--- src/rtl/uart_tx_if.sv ---
// Byte handshake between a byte source and the UART transmitter.
// The source drives data_in and in_valid; the transmitter answers with in_ready.
interface uart_tx_if;
  logic [7:0] data_in;
  logic       in_valid;
  logic       in_ready;

  modport master (output data_in, output in_valid, input in_ready);
  modport slave  (input data_in, input in_valid, output in_ready);
endinterface

--- src/rtl/uart_tx.sv ---
// UART transmitter, 8N1 by default, with a one-entry holding register so frames can run back-to-back.
// Define UART_TX_PARITY_EN to insert a parity bit (sense chosen by PARITY_ODD) between data and stop.
module uart_tx #(
  parameter int BAUD_RATE  = 9600,
  parameter int CLK_FREQ   = 50000000,
  parameter int PARITY_ODD = 0
) (
  input  logic     clk,
  input  logic     reset,
  uart_tx_if.slave host,
  output logic     tx,
  output logic     busy,
  output logic     tx_done
);
  localparam int          BIT_PERIOD = CLK_FREQ / BAUD_RATE;
  localparam logic [15:0] BIT_LAST   = 16'(BIT_PERIOD - 1);

  if (BIT_PERIOD < 2 || BIT_PERIOD > 65535 || PARITY_ODD < 0 || PARITY_ODD > 1) begin : g_bad_cfg
    $error("uart_tx: BIT_PERIOD must be 2..65535 and PARITY_ODD 0 or 1");
  end

  typedef enum logic [2:0] {
    IDLE   = 3'd0,
    START  = 3'd1,
    DATA   = 3'd2,
`ifdef UART_TX_PARITY_EN
    PARITY = 3'd4,
`endif
    STOP   = 3'd3
  } state_t;

`ifdef UART_TX_PARITY_EN
  function automatic logic parity_bit(input logic [7:0] data);
    return (^data) ^ 1'(PARITY_ODD);
  endfunction
`endif

  state_t      state_r;
  logic [7:0]  hold_r;
  logic        hold_full_r;
  logic [7:0]  shift_r;
  logic [2:0]  bit_idx_r;
  logic [15:0] clk_cnt_r;
  logic        accept_s;
  logic        bit_end_s;

  assign host.in_ready = ~hold_full_r;
  assign accept_s      = host.in_valid & ~hold_full_r;
  assign bit_end_s     = (clk_cnt_r == BIT_LAST);

  // Holding register, frame sequencer and registered line outputs.
  always_ff @(posedge clk or negedge reset) begin
    if (!reset) begin
      state_r     <= IDLE;
      tx          <= 1'b1;
      busy        <= 1'b0;
      tx_done     <= 1'b0;
      hold_r      <= 8'h00;
      hold_full_r <= 1'b0;
      shift_r     <= 8'h00;
      bit_idx_r   <= 3'd0;
      clk_cnt_r   <= 16'd0;
    end else begin
      tx_done <= 1'b0;
      // A fill and a drain never share an edge: filling needs the hold empty, draining needs it full.
      if (accept_s) begin
        hold_r      <= host.data_in;
        hold_full_r <= 1'b1;
      end
      case (state_r)
        IDLE: begin
          clk_cnt_r <= 16'd0;
          bit_idx_r <= 3'd0;
          if (hold_full_r) begin
            state_r     <= START;
            shift_r     <= hold_r;
            hold_full_r <= 1'b0;
            tx          <= 1'b0;
            busy        <= 1'b1;
          end else begin
            tx   <= 1'b1;
            busy <= 1'b0;
          end
        end
        START: begin
          if (bit_end_s) begin
            state_r   <= DATA;
            bit_idx_r <= 3'd0;
            clk_cnt_r <= 16'd0;
            tx        <= shift_r[0];
          end else begin
            clk_cnt_r <= clk_cnt_r + 16'd1;
          end
        end
        DATA: begin
          if (bit_end_s) begin
            clk_cnt_r <= 16'd0;
            if (bit_idx_r == 3'd7) begin
`ifdef UART_TX_PARITY_EN
              state_r <= PARITY;
              tx      <= parity_bit(shift_r);
`else
              state_r <= STOP;
              tx      <= 1'b1;
`endif
            end else begin
              bit_idx_r <= bit_idx_r + 3'd1;
              tx        <= shift_r[bit_idx_r + 3'd1];
            end
          end else begin
            clk_cnt_r <= clk_cnt_r + 16'd1;
          end
        end
`ifdef UART_TX_PARITY_EN
        PARITY: begin
          if (bit_end_s) begin
            state_r   <= STOP;
            clk_cnt_r <= 16'd0;
            tx        <= 1'b1;
          end else begin
            clk_cnt_r <= clk_cnt_r + 16'd1;
          end
        end
`endif
        STOP: begin
          if (bit_end_s) begin
            tx_done   <= 1'b1;
            clk_cnt_r <= 16'd0;
            bit_idx_r <= 3'd0;
            // A waiting byte starts its frame on this very edge, leaving no idle clock.
            if (hold_full_r) begin
              state_r     <= START;
              shift_r     <= hold_r;
              hold_full_r <= 1'b0;
              tx          <= 1'b0;
            end else begin
              state_r <= IDLE;
              tx      <= 1'b1;
              busy    <= 1'b0;
            end
          end else begin
            clk_cnt_r <= clk_cnt_r + 16'd1;
          end
        end
        default: begin
          state_r   <= IDLE;
          tx        <= 1'b1;
          busy      <= 1'b0;
          clk_cnt_r <= 16'd0;
          bit_idx_r <= 3'd0;
        end
      endcase
    end
  end
endmodule

--- src/flat_wrapper.sv ---
// flat-port wrapper written by rule: the top's interface ports become plain ports
module uart_tx_flat 
#(
  parameter int BAUD_RATE  = 9600,
  parameter int CLK_FREQ   = 50000000,
  parameter int PARITY_ODD = 0
)
  (clk, reset, tx, busy, tx_done, host_data_in, host_in_valid, host_in_ready);
  uart_tx_if host_i ();
  input  logic clk;
  input  logic reset;
  output logic tx;
  output logic busy;
  output logic tx_done;
  input wire logic [$bits(host_i.data_in)-1:0] host_data_in;
  input wire logic [$bits(host_i.in_valid)-1:0] host_in_valid;
  output wire logic [$bits(host_i.in_ready)-1:0] host_in_ready;
  assign host_i.data_in = host_data_in;
  assign host_i.in_valid = host_in_valid;
  assign host_in_ready = host_i.in_ready;
  uart_tx #(.BAUD_RATE(BAUD_RATE), .CLK_FREQ(CLK_FREQ), .PARITY_ODD(PARITY_ODD)) u_core (.clk(clk), .reset(reset), .host(host_i), .tx(tx), .busy(busy), .tx_done(tx_done));
endmodule
--- config.mk ---
export PLATFORM = sky130hd
export DESIGN_NAME = uart_tx_flat
export DESIGN_NICKNAME = d
export VERILOG_FILES = /design/src/rtl/uart_tx_if.sv /design/src/rtl/uart_tx.sv /design/src/flat_wrapper.sv
export SDC_FILE = /design/constraint.sdc
export NUM_CORES = 1
export LEC_CHECK = 0
export ABC_AREA = 1
export BUFFER_PORTS_ARGS = -buffer_cell sky130_fd_sc_hd__buf_2
export CELL_PAD_IN_SITES_DETAIL_PLACEMENT = 2
export CELL_PAD_IN_SITES_GLOBAL_PLACEMENT = 2
export CORE_ASPECT_RATIO = 1.1
export CORE_UTILIZATION = 36
export DETAILED_ROUTE_END_ITERATION = 8
export PLACE_DENSITY = 0.86
export SLEW_MARGIN = 20
export SYNTH_ARGS = -nofsm -noshare
export SYNTH_HDL_FRONTEND = slang
export SYNTH_SLANG_ARGS = --single-unit
export TNS_END_PERCENT = 100
--- constraint.sdc ---
create_clock -name clk -period 1.9 [get_ports clk]
set_input_delay 0 -clock clk [delete_from_list [all_inputs] [get_ports clk]]
set_output_delay 0 -clock clk [all_outputs]
set_load 0.02 [all_outputs]
# After elaboration in Yosys (flattened, before gate mapping)
# Index checks and enable logic that the tools add are counted.
# totals
wordCells,72
ff_bits,42
in_bits,11
out_inout_bits,4
# classes
add_sub_neg,2
magnitude_cmp,1
bitwise,3
n_eq_ne,13
n_mux,34
reduce_logical,10
# ops
operator,n
two-way mux 16 bit,2
two-way mux 3 bit,8
"adder 16 x 1 -> 16 bit, second input constant",1
"== test 16 x 13 -> 1 bit, second input constant",1
two-way mux 8 bit,2
one-hot mux 8 bit (2 select lines),1
two-way mux 1 bit,15
"inequality test 2 x 1 -> 1 bit, second input constant",6
one-hot mux 3 bit (4 select lines),1
AND reduction 3 bit,3
"== test 3 x 2 -> 1 bit, second input constant",2
one-hot mux 3 bit (2 select lines),1
AND reduction 5 bit,1
"less-than comparator 3 x 4 -> 1 bit, second input constant",1
"inequality test 2 bit, second input constant",2
one-hot mux 1 bit (4 select lines),1
OR reduction 2 bit,2
"adder 3 x 1 -> 3 bit, second input constant",1
binary-select mux 1 bit (select 3 bit),1
"== test 3 x 1 -> 1 bit, second input constant",1
"== test 3 bit, second input constant",1
logical NOT 3 bit,1
one-hot mux 1 bit (3 select lines),1
OR reduction 3 bit,1
5 further kinds,6

# Logic depth before layout (Yosys ltp)
# depth
ltp_word,6
depth_mapped,10

# Worst setup path after synthesis
# Ideal clock, no wire load.
# synth_timing
kind,flip-flop to flip-flop
start,register u_core.clk_cnt_r[0]
end,register u_core.shift_r[0]
setup_slack_ns,0.515
setup_time_ns,0.116
path_buffers,0
path_stages_with_launch,11
t_arrival_ns,1.268
synth_period_minus_slack_ns,1.385
cell_sequence,dfrtp_1 > ha_1 > nand2_2 > inv_2 > nand2_1 > nor2_2 > nand3_2 > nand2_4 > nand2_4 > nand2_1 > nand2_1
# synth_between
elab_chain_len,3
# synth_rtl
item,line,text
from (decl),uart_tx.sv:43,logic [15:0] clk_cnt_r;
from (signal assigned),uart_tx.sv:92,clk_cnt_r <= clk_cnt_r + 16'd1;
from (signal assigned),uart_tx.sv:111,clk_cnt_r <= clk_cnt_r + 16'd1;
from (signal assigned),uart_tx.sv:142,clk_cnt_r <= clk_cnt_r + 16'd1;
== test 16 x 13 -> 1 bit,uart_tx.sv:49,assign bit_end_s = (clk_cnt_r == BIT_LAST);
inequality test 2 x 1 -> 1 bit (no source line),n/a,
AND reduction 2 bit (no source line),n/a,
to (signal assigned),uart_tx.sv:76,shift_r <= hold_r;
to (signal assigned),uart_tx.sv:133,shift_r <= hold_r;
to (decl),uart_tx.sv:41,logic [7:0] shift_r;
# No other way between the ends.
# A chain may end at the register's enable or synchronous reset.

# Worst setup path in the final report
# layout_timing
start,register u_core.clk_cnt_r[9]
end,register u_core.shift_r[4]
# The elaborated chain is that of the path after synthesis.

==> flow_results.xml <==
<?xml version="1.0" encoding="UTF-8"?>
<metrics>
  <group name="status">
    <metric name="run_status" unit="">finished, final reports clean</metric>
  </group>
  <group name="finish">
    <metric name="post-route-util" unit="%">44.0</metric>
    <metric name="num-nets-final" unit="">314</metric>
    <metric name="drive_gt1_share" unit="%">16.9</metric>
    <metric name="flow.area_growth_from_synthesis" unit="%">17.2</metric>
    <metric name="instances_no_fill" unit="">373</metric>
    <metric name="final_cell_area" unit="sq um">2560</metric>
    <metric name="n_diodes" unit="">0</metric>
  </group>
  <group name="synth">
    <metric name="synth_area_per_cell" unit="sq um">8.29</metric>
    <metric name="share_of_synthesized_registers_carrying_an_async_set_or_reset" unit="%">100</metric>
    <metric name="synthXorXnorAreaFrac" unit="%">2.41</metric>
    <metric name="netlist.area_leader.share" unit="%">45.9</metric>
    <metric name="yosys.area_share.simple" unit="%">33.8</metric>
    <metric name="synth_cell_types" unit="">27</metric>
    <metric name="syn-cell-area" unit="sq um">2180</metric>
    <metric name="synthesis.yosys.warnings" unit="">0</metric>
    <metric name="synth_flop_cell" unit="">dfrtp_1</metric>
    <metric name="synth_top_cell_by_area" unit="">dfrtp_1</metric>
    <metric name="synth.ff_latch_count" unit="">41</metric>
    <metric name="synth_fp_nets" unit="">282</metric>
    <metric name="post_synth_mux_area_share" unit="%">4.13</metric>
    <metric name="synth_top_family_by_area" unit="">simple AND/OR/NAND/NOR gates</metric>
    <metric name="edff_count_synth" unit="">0</metric>
    <metric name="post-synth-top-count-cell" unit="">nand2_1</metric>
    <metric name="ys_top_cells_by_area" unit="">dfrtp_1 46%, nand2_1 12%, nand3_1 6.2%</metric>
    <metric name="synthAdderAreaFrac" unit="%">4.59</metric>
    <metric name="compound_gate_fraction_of_synth_area" unit="%">3.21</metric>
    <metric name="yosys-top-cells-count" unit="">71 x nand2_1, 40 x dfrtp_1, 36 x nor2_1</metric>
    <metric name="syn_inst" unit="">263</metric>
    <metric name="synth-seq-area-share" unit="%">47.1</metric>
  </group>
  <group name="clocking">
    <metric name="clkSinkCount" unit="">41</metric>
    <metric name="cts_buffers" unit="">5</metric>
    <metric name="cts-root-to-sink-buffers" unit="">2</metric>
    <metric name="tritoncts_clock_tree" unit="">yes</metric>
    <metric name="post_cts_resized" unit="">0</metric>
    <metric name="clock_insertion_delay_worst_skew" unit="ps">300</metric>
    <metric name="clk_root_buffer_cell" unit="">clkbuf_8</metric>
    <metric name="htree_levels" unit="">2</metric>
    <metric name="cts.reportedPaths.clkPinSlew" unit="ps">80</metric>
  </group>
  <group name="critical_path">
    <metric name="worst_path_max_delay_cell" unit="">dfrtp_1</metric>
    <metric name="critPathKind" unit="">reg2reg</metric>
    <metric name="crit_path_end_kind" unit="">register</metric>
    <metric name="worstRegToRegCells" unit="">8</metric>
    <metric name="rr_endpoint" unit="">u_core.shift_r[4]$_DFFE_PN0P_</metric>
    <metric name="timing.critical_path.cells" unit="">nor2_1 -&gt; nand2_1 -&gt; nor2_1 -&gt; nand3_2 -&gt; nand2_4 -&gt; nand2_4 -&gt; nand2_1 -&gt; nand2_1</metric>
    <metric name="r2r_start" unit="">u_core.clk_cnt_r[9]$_DFF_PN0_</metric>
    <metric name="cp.required" unit="ps">2090</metric>
    <metric name="critical_path_arrival" unit="ps">1900</metric>
    <metric name="critical-path-top-cell-by-count" unit="">nand2_1</metric>
    <metric name="r2r_setup_slack" unit="ps">190</metric>
    <metric name="startpoint_type" unit="">register</metric>
    <metric name="slowest_delay" unit="ps">450</metric>
    <metric name="cp_max_fo" unit="">9</metric>
  </group>
  <group name="timing">
    <metric name="timing.slew.headroom" unit="%">71.3</metric>
    <metric name="fmax" unit="MHz">586</metric>
    <metric name="slew_viol_final" unit="">0</metric>
    <metric name="skew" unit="ps">1.76</metric>
    <metric name="min_period" unit="ps">1710</metric>
    <metric name="final-setup-viol-count" unit="">0</metric>
    <metric name="hold_viol_final" unit="">0</metric>
    <metric name="hold-worst-slack" unit="ps">102</metric>
    <metric name="tightestPinTransition" unit="ps">429</metric>
    <metric name="unrepaired_setup_endpoints_after_global_routing" unit="">false</metric>
    <metric name="min_period_over_period" unit="%">89.8</metric>
    <metric name="timing.setup.tns" unit="ps">0</metric>
  </group>
  <group name="placement">
    <metric name="place_area" unit="sq um">2360</metric>
    <metric name="io_buffer_count" unit="">14</metric>
    <metric name="hpwlAfterDp" unit="microns">4550</metric>
    <metric name="gp_congestion" unit="">0.861</metric>
    <metric name="place.detailed.instances" unit="">355</metric>
  </group>
  <group name="run">
    <metric name="max-cap-violations" unit="">0</metric>
  </group>
  <group name="power">
    <metric name="powerDensity" unit="nW/um^2">1320</metric>
    <metric name="worst_ir_drop_vdd" unit="mV">0.620</metric>
    <metric name="static-leakage-power" unit="nW">1.18</metric>
  </group>
  <group name="floorplan">
    <metric name="design.portCount" unit="">15</metric>
    <metric name="floorplan.rows" unit="">29</metric>
    <metric name="floorplan.die_area" unit="sq um">6370</metric>
    <metric name="die_extent_in_y" unit="microns">83.6</metric>
    <metric name="starting_density_of_the_core" unit="%">37.6</metric>
    <metric name="chipWidth" unit="microns">76.2</metric>
    <metric name="core_area" unit="sq um">5810</metric>
  </group>
  <group name="global_routing">
    <metric name="initial_antenna_violation_count" unit="">0</metric>
    <metric name="via_count_of_the_first_global_routing_pass" unit="">2202</metric>
    <metric name="grt.overflow.total" unit="">0</metric>
    <metric name="globalRouteTotalUtil" unit="%">22.2</metric>
    <metric name="grt_max_degree" unit="">22</metric>
    <metric name="first_pass_grt_wire_length" unit="microns">10800</metric>
  </group>
  <group name="routing">
    <metric name="dr_total_vias" unit="">1914</metric>
    <metric name="route.antenna.remaining_nets" unit="">0</metric>
    <metric name="totalWireLength" unit="microns">6390</metric>
    <metric name="drt_drc_violations_left" unit="">0</metric>
    <metric name="route.detailed.wl_per_inst" unit="microns">17.1</metric>
    <metric name="drt-initial-drc-count" unit="">52</metric>
    <metric name="drt-vias-per-instance" unit="">5.13</metric>
    <metric name="drtPass1Iterations" unit="">4</metric>
  </group>
  <group name="min_path">
    <metric name="worst_hold_path_type" unit="">in2async</metric>
  </group>
</metrics>
## registers in the layout, indices dropped and copies added (netlist names)
signal	count
u_core.state_r	2
u_core.busy	1
u_core.shift_r	8
u_core.clk_cnt_r	16
u_core.bit_idx_r	3
u_core.tx	1
u_core.tx_done	1
u_core.hold_full_r	1
u_core.hold_r	8
## per-layer routing
layer	wire (microns)	share of wire, %	track usage, %	vias to the layer above
met5	0	0	0	-
met4	85	1.3	5.77	0
met3	158	2.5	4.26	9
met2	3220	50	39.9	24
met1	2930	46	26.9	967
li1	-	-	-	914
## critical path: cells and delay by family (launching register included)
| family | cells | cell delay, ps |
|---|---|---|
| simple gates | 8 | 1130 |
| flops | 1 | 450 |
## power by group
group          switching, mW  internal, mW  total, mW
sequential             0.197          1.15       1.34
clock                  0.330         0.258      0.588
combinational          0.918         0.517       1.44
## logic make-up (layout without fill, tap and decap cells)
family                   after synthesis  in the layout
AO/OA/AOI/OAI                         13             13
XOR/XNOR                               6              6
adder cells (fa/ha/maj)                8              8
buffers and inverters                 27             60
flip-flops                            41             41
multiplexers                           8              8
AND/OR/NAND/NOR                      160            160
## cell usage in the layout, fill, tap and decap left out, types with 2 or more instances in the layout
cell,count
nand3_1,27
dfrtp_1,40
ha_1,8
nand2_4,4
a31oi_1,2
nand2_2,2
dlygate4sd3_1,10
inv_1,22
nand4_1,7
clkbuf_8,5
mux2_2,8
clkinvlp_4,3
buf_2,14
buf_4,4
nor2_1,36
nand3_2,2
inv_2,2
xor2_1,5
nand2_1,71
a21oi_1,5
nor3_1,5
nor3_2,3
o21ai_0,2
o21ai_1,3
## area by class of cell
class / count / area (sq um)
repair buffers: 28 / 200
multi-input cells: 195 / 1050
inverters: 24 / 90.1
clock buffers: 5 / 68.8
clock inverters: 3 / 22.5
fillers: 670 / 3250
well taps: 77 / 96.3
flip-flops and latches: 41 / 1030
## metrics by stage
stage | setup slack [ps] | power, mW
floorplan | 515 | 2.31
global placement | 357 | 2.65
detailed placement | 279 | 2.75
CTS | 219 | 3.40
global route | 67.6 | 3.64
finish | 193 | 3.37
## timing repair
item                       CTS  global route
setup endpoints to repair    0             0
hold buffers                10             0
hold endpoints to repair    49             0
setup buffers                0             0
## worst max-delay path by stage
stage,from,end,slack (ps),depth (start not counted)
after floorplan,u_core.clk_cnt_r[0]$_DFF_PN0_,u_core.shift_r[0]$_DFFE_PN0P_,520,10
after global placement,u_core.clk_cnt_r[9]$_DFF_PN0_,u_core.shift_r[1]$_DFFE_PN0P_,360,8
after detailed placement,u_core.clk_cnt_r[9]$_DFF_PN0_,u_core.shift_r[5]$_DFFE_PN0P_,280,8
after CTS,u_core.clk_cnt_r[1]$_DFF_PN0_,u_core.shift_r[4]$_DFFE_PN0P_,220,10
after global routing,u_core.clk_cnt_r[0]$_DFF_PN0_,u_core.shift_r[4]$_DFFE_PN0P_,70,10
final,u_core.clk_cnt_r[9]$_DFF_PN0_,u_core.shift_r[4]$_DFFE_PN0P_,190,8
No activity file was read; power rests on OpenSTA's default activity.
